==> src/rtl/alu_pkg.sv <==
// Shared definitions for the ALU command front end: select codes,
// header field positions and the command FSM state encoding.
package alu_pkg;

  typedef enum logic [2:0] {
    ALU_ADD = 3'd0,
    ALU_SUB = 3'd1,
    ALU_AND = 3'd2,
    ALU_OR  = 3'd3,
    ALU_XOR = 3'd4,
    ALU_SHL = 3'd5,
    ALU_SHR = 3'd6,
    ALU_SLT = 3'd7
  } alu_op_t;

  localparam int unsigned HDR_SEL_LSB   = 0;
  localparam int unsigned HDR_SEL_MSB   = 2;
  localparam int unsigned HDR_USE_ACC   = 3;
  localparam int unsigned HDR_KEEP      = 4;
  localparam logic [7:0]  HDR_RSVD_MASK = 8'hE0;

  typedef enum logic [2:0] {
    S_HDR  = 3'd0,
    S_A    = 3'd1,
    S_B    = 3'd2,
    S_EXEC = 3'd3,
    S_RESP = 3'd4
  } state_t;

endpackage

==> src/rtl/alu_cmd_driver.sv <==
// Byte-serial command front end for the 8-bit ALU.
//
// state  | meaning
// S_HDR  | waiting for header byte (sel / use_acc / keep)
// S_A    | waiting for operand A byte
// S_B    | waiting for operand B byte
// S_EXEC | ALU inputs stable for one cycle, result captured at its end
// S_RESP | response held on out_* until out_ready
module alu_cmd_driver
  import alu_pkg::*;
#(
  parameter logic [7:0] ACC_INIT = 8'h00
) (
  input  logic       clk,
  input  logic       rst_n,
  input  logic [7:0] in_data,
  input  logic       in_valid,
  output logic       in_ready,
  output logic [7:0] out_result,
  output logic       out_zero,
  output logic       out_valid,
  input  logic       out_ready,
  output logic       err,
  output logic [7:0] alu_a,
  output logic [7:0] alu_b,
  output logic [2:0] alu_sel,
  input  logic [7:0] alu_out,
  input  logic       alu_zero
);

  state_t     r_state;
  state_t     w_state_nxt;
  logic [7:0] r_acc;
  logic       r_use_acc;
  logic       r_keep;
  logic [7:0] r_alu_a;
  logic [7:0] r_alu_b;
  logic [2:0] r_alu_sel;
  logic [7:0] r_result;
  logic       r_zero;
  logic       r_out_valid;
  logic       r_err;
  logic       w_in_ready;
  logic       w_accept;
  logic       w_hdr_bad;

  assign w_in_ready = (r_state == S_HDR) || (r_state == S_A) || (r_state == S_B);
  assign w_accept   = in_valid && w_in_ready;
  assign w_hdr_bad  = |(in_data & HDR_RSVD_MASK);

  assign in_ready   = w_in_ready;
  assign out_result = r_result;
  assign out_zero   = r_zero;
  assign out_valid  = r_out_valid;
  assign err        = r_err;
  assign alu_a      = r_alu_a;
  assign alu_b      = r_alu_b;
  assign alu_sel    = r_alu_sel;

  // State register.
  always_ff @(posedge clk or negedge rst_n) begin
    if (!rst_n) r_state <= S_HDR;
    else        r_state <= w_state_nxt;
  end

  // Next-state decode; a malformed header leaves the FSM waiting for a header.
  always_comb begin
    w_state_nxt = r_state;
    case (r_state)
      S_HDR: begin
        if (w_accept && !w_hdr_bad)
          w_state_nxt = in_data[HDR_USE_ACC] ? S_B : S_A;
      end
      S_A:    if (w_accept) w_state_nxt = S_B;
      S_B:    if (w_accept) w_state_nxt = S_EXEC;
      S_EXEC: w_state_nxt = S_RESP;
      S_RESP: if (out_ready) w_state_nxt = S_HDR;
      default: w_state_nxt = S_HDR;
    endcase
  end

  // Operand, header, accumulator and response registers.
  always_ff @(posedge clk or negedge rst_n) begin
    if (!rst_n) begin
      r_acc       <= ACC_INIT;
      r_use_acc   <= 1'b0;
      r_keep      <= 1'b0;
      r_alu_a     <= '0;
      r_alu_b     <= '0;
      r_alu_sel   <= '0;
      r_result    <= '0;
      r_zero      <= 1'b0;
      r_out_valid <= 1'b0;
      r_err       <= 1'b0;
    end else begin
      case (r_state)
        S_HDR: begin
          if (w_accept) begin
            if (w_hdr_bad) begin
              r_err <= 1'b1;
            end else begin
              r_alu_sel <= in_data[HDR_SEL_MSB:HDR_SEL_LSB];
              r_use_acc <= in_data[HDR_USE_ACC];
              r_keep    <= in_data[HDR_KEEP];
              if (in_data[HDR_USE_ACC]) r_alu_a <= r_acc;
            end
          end
        end
        S_A: if (w_accept) r_alu_a <= in_data;
        S_B: if (w_accept) r_alu_b <= in_data;
        S_EXEC: begin
          r_result    <= alu_out;
          r_zero      <= alu_zero;
          r_out_valid <= 1'b1;
          if (r_keep) r_acc <= alu_out;
        end
        S_RESP: if (out_ready) r_out_valid <= 1'b0;
        default: ;
      endcase
    end
  end

endmodule
==> config.mk <==
export PLATFORM = sky130hd
export DESIGN_NAME = alu_cmd_driver
export DESIGN_NICKNAME = d
export VERILOG_FILES = /design/src/rtl/alu_pkg.sv /design/src/rtl/alu_cmd_driver.sv
export SDC_FILE = /design/constraint.sdc
export NUM_CORES = 1
export LEC_CHECK = 0
export BUFFER_PORTS_ARGS = -buffer_cell sky130_fd_sc_hd__buf_2
export CELL_PAD_IN_SITES_DETAIL_PLACEMENT = 1
export CELL_PAD_IN_SITES_GLOBAL_PLACEMENT = 2
export CORE_UTILIZATION = 36
export CTS_CLUSTER_DIAMETER = 40
export DETAILED_ROUTE_END_ITERATION = 6
export PLACE_DENSITY_LB_ADDON = 0.1
export SLEW_MARGIN = 30
export SYNTH_ARGS = -nofsm -noshare
export SYNTH_HDL_FRONTEND = slang
export SYNTH_SLANG_ARGS = --single-unit
==> constraint.sdc <==
create_clock -name clk -period 2.6 [get_ports clk]
set_clock_uncertainty 0.15 [all_clocks]
set_input_delay 0.39 -clock clk [delete_from_list [all_inputs] [get_ports clk]]
set_output_delay 0.39 -clock clk [all_outputs]
set_load 0.02 [all_outputs]
==> run metrics <==
final RePlAce weighted congestion 0.685; CTS buffer count 5; Die W 73.8 um; EDFF count, synth 0; Combinational Power Share 0.427; CTS clk-pin slew, worst paths 80 ps; commonest non-fill, non-tap cell in the layout buf_2; Die ar. 5450 um^2; Core Rows 25; HPWL reported at the end of detailed placement 3160 um; Leakage 1.02 nW; FILL cells 559; hold path depth 2; post_cts resized 0; worst-case clock buffer depth 2; worst r2r path cells 3; initial antenna violation count 0; CP endpoint kind output pin; Post-Synthesis Cells 138; worst slew pin tran 558 ps; Die Y 73.8 um; Tot GR Track Use 0.176; Post-Syn Nets 159; Startpoint Class flop; Final Hold Fails 0; r2r endpoint out_result[4]$_DFFE_PN0P_; sequential area share after synthesis 0.566; total wire length 4230 um; Yosys reg bits 42; number of synthesis warnings 0; Tightest Hold Check Type in -> reg; Via density 5.02; Main synth FF type dfrtp_1; RSZ-0062 raised after global routing no; total number of vias 1305; setup bufs post-CTS 0; clk sink count 42; Remaining DRCs 0; final core occ 0.468; minimum clock period 1890 ps; Netlist Area Pre-Place 1860 um^2; setup tns final 0 ps; Synth Area per Inst 13.5 um^2; status completed; post-route design area 2270 um^2; worst-skew pair later-pin latency 290 ps; Rel. slew slack 0.628; Initial Utilization 0.383; Psw 1.15 mW; max-slew violation count 0; vias in the first global route 1380; WP data arrival 1350 ps; diode count 0; fmax 529 MHz; final period utilization 0.727; hold path start alu_zero; Hold Path Sink out_zero$_DFFE_PN0P_; Worst R2R Setup Slack 830 ps; IO buf count 51; largest cells by area after synthesis dfrtp_1 (57%), mux2_2 (18%), mux2i_1 (3.8%), or4b_1 (3.8%), a21oi_1 (3.0%); Area Growth Syn to Fin 22.2%; antenna-violating nets left 0; nets 213; Top Ports 52; Max H-tree Level 2; reg-to-reg startpoint r_state[2]$_DFFE_PN0P_; Sequential Power Share 0.425; most area-hungry cell type in the Yosys netlist dfrtp_1; MaxCap Viol Count 0; ys async rst share 1.00; core area 4850 um^2; Pwr Density 1270 nW/um^2; switch share 0.397; part of the power in the clock network 0.147; post-synth top area share 0.566; Final Power 2.89 mW; global-route wire length before repair 6990 um; maximum VDD drop 0.407 mV; WS Path Type reg -> out; Worst Path Required 2060 ps; Final Setup Violations 0; largest net degree at the start of global routing 43; commonest non-fill, non-tap cells in the layout buf_2 (50), dfrtp_1 (42), mux2_2 (29), a21oi_1 (11); CTS tree built; WL/cell 16.3 um; 1st-iter DRT viols 40; Netlist cell types 31; Congestion Overflow GR 0; Root Driver clkbuf_8; proportion of layout cells with a drive suffix above 1 0.503; Internal Pwr Total 1.74 mW; DRT Pass-1 Iters 4; crit-path max FO 19; placed cell areas 2170 um^2
==> cell type report <==
cell class | count | area [um^2] | share of cell area
well taps | 67 | 83.8 | 0.0369
inverters | 1 | 3.75 | 0.00165
clock buffers | 7 | 86.3 | 0.0380
flip-flops and latches | 42 | 1050 | 0.463
clock inverters | 1 | 5.00 | 0.00221
repair buffers | 54 | 283 | 0.125
multi-input cells | 88 | 757 | 0.334
==> Yosys cell counts (2+ instances only) <==
library cell   n
dfrtp_1       42
mux2_2        29
a21oi_1       11
mux2i_1        7
o22ai_1        7
or4b_1         7
nor2_1         4
nand2_1        3
buf_4          2
buf_6          2
nand3_1        2
o21a_1         2
o21ai_0        2
==> power groups by stage <==
stage	logic, mW	registers (mW)	clock network (mW)
6_report	1.23	1.23	0.425
5_1_grt	1.35	1.28	0.470
4_1_cts	1.26	1.24	0.441
3_5_place_dp	1.25	1.25	0
3_3_place_gp	1.22	1.22	0
2_1_floorplan	0.663	1.42	0
==> registers in the layout (all words and copies together), names as in the netlist <==
register    count
r_keep          1
alu_a           8
out_zero        1
alu_sel         3
err             1
r_acc           8
r_state         3
out_result      8
out_valid       1
alu_b           8
==> kinds of logic after synthesis <==
group,share of synthesized area
flip-flops,0.566
multiplexers,0.214
AND/OR/NAND/NOR,0.115
AO/OA/AOI/OAI,0.0755
buffers and inverters,0.0296
==> per-stage QoR <==
stage	worst slack, ps	std cells	hold WS [ps]
6_report	711	260	176
5_1_grt	574	260	164
4_1_cts	677	259	127
3_5_place_dp	801	251	325
3_3_place_gp	836	251	322
2_1_floorplan	1060	138	-55.6
==> worst max-delay path, stage by stage, from the launching register on <==
cell	delay [ps]
dfrtp_1	700
a21oi_1	170
buf_2	200
==> worst max-delay path by stage <==
stage	startpoint	endpoint
2_1_floorplan	r_state[0]$_DFFE_PN0P_	alu_b[0]$_DFFE_PN0P_
3_3_place_gp	r_state[2]$_DFFE_PN0P_	out_result[5]$_DFFE_PN0P_
3_5_place_dp	r_state[2]$_DFFE_PN0P_	out_result[0]$_DFFE_PN0P_
4_1_cts	r_state[1]$_DFFE_PN0P_	in_ready
5_1_grt	r_state[1]$_DFFE_PN0P_	in_ready
6_report	r_state[1]$_DFFE_PN0P_	in_ready
==> timing repair <==
| action | 4_1_cts | 5_1_grt |
|---|---|---|
| setup endpoints to repair | 0 | 0 |
| hold endpoints to repair | 0 | 42 |
| hold buffers | 0 | 1 |
==> metal layers <==
layer  vias up  part of all wire  GRT usage
met1       650              0.44      0.221
met5         -                 0          0
met4         0             0.014     0.0705
li1        617                 -          -
met3         5             0.037     0.0316
met2        33              0.51      0.300
Note: power is estimated with default switching activity, not from simulation.
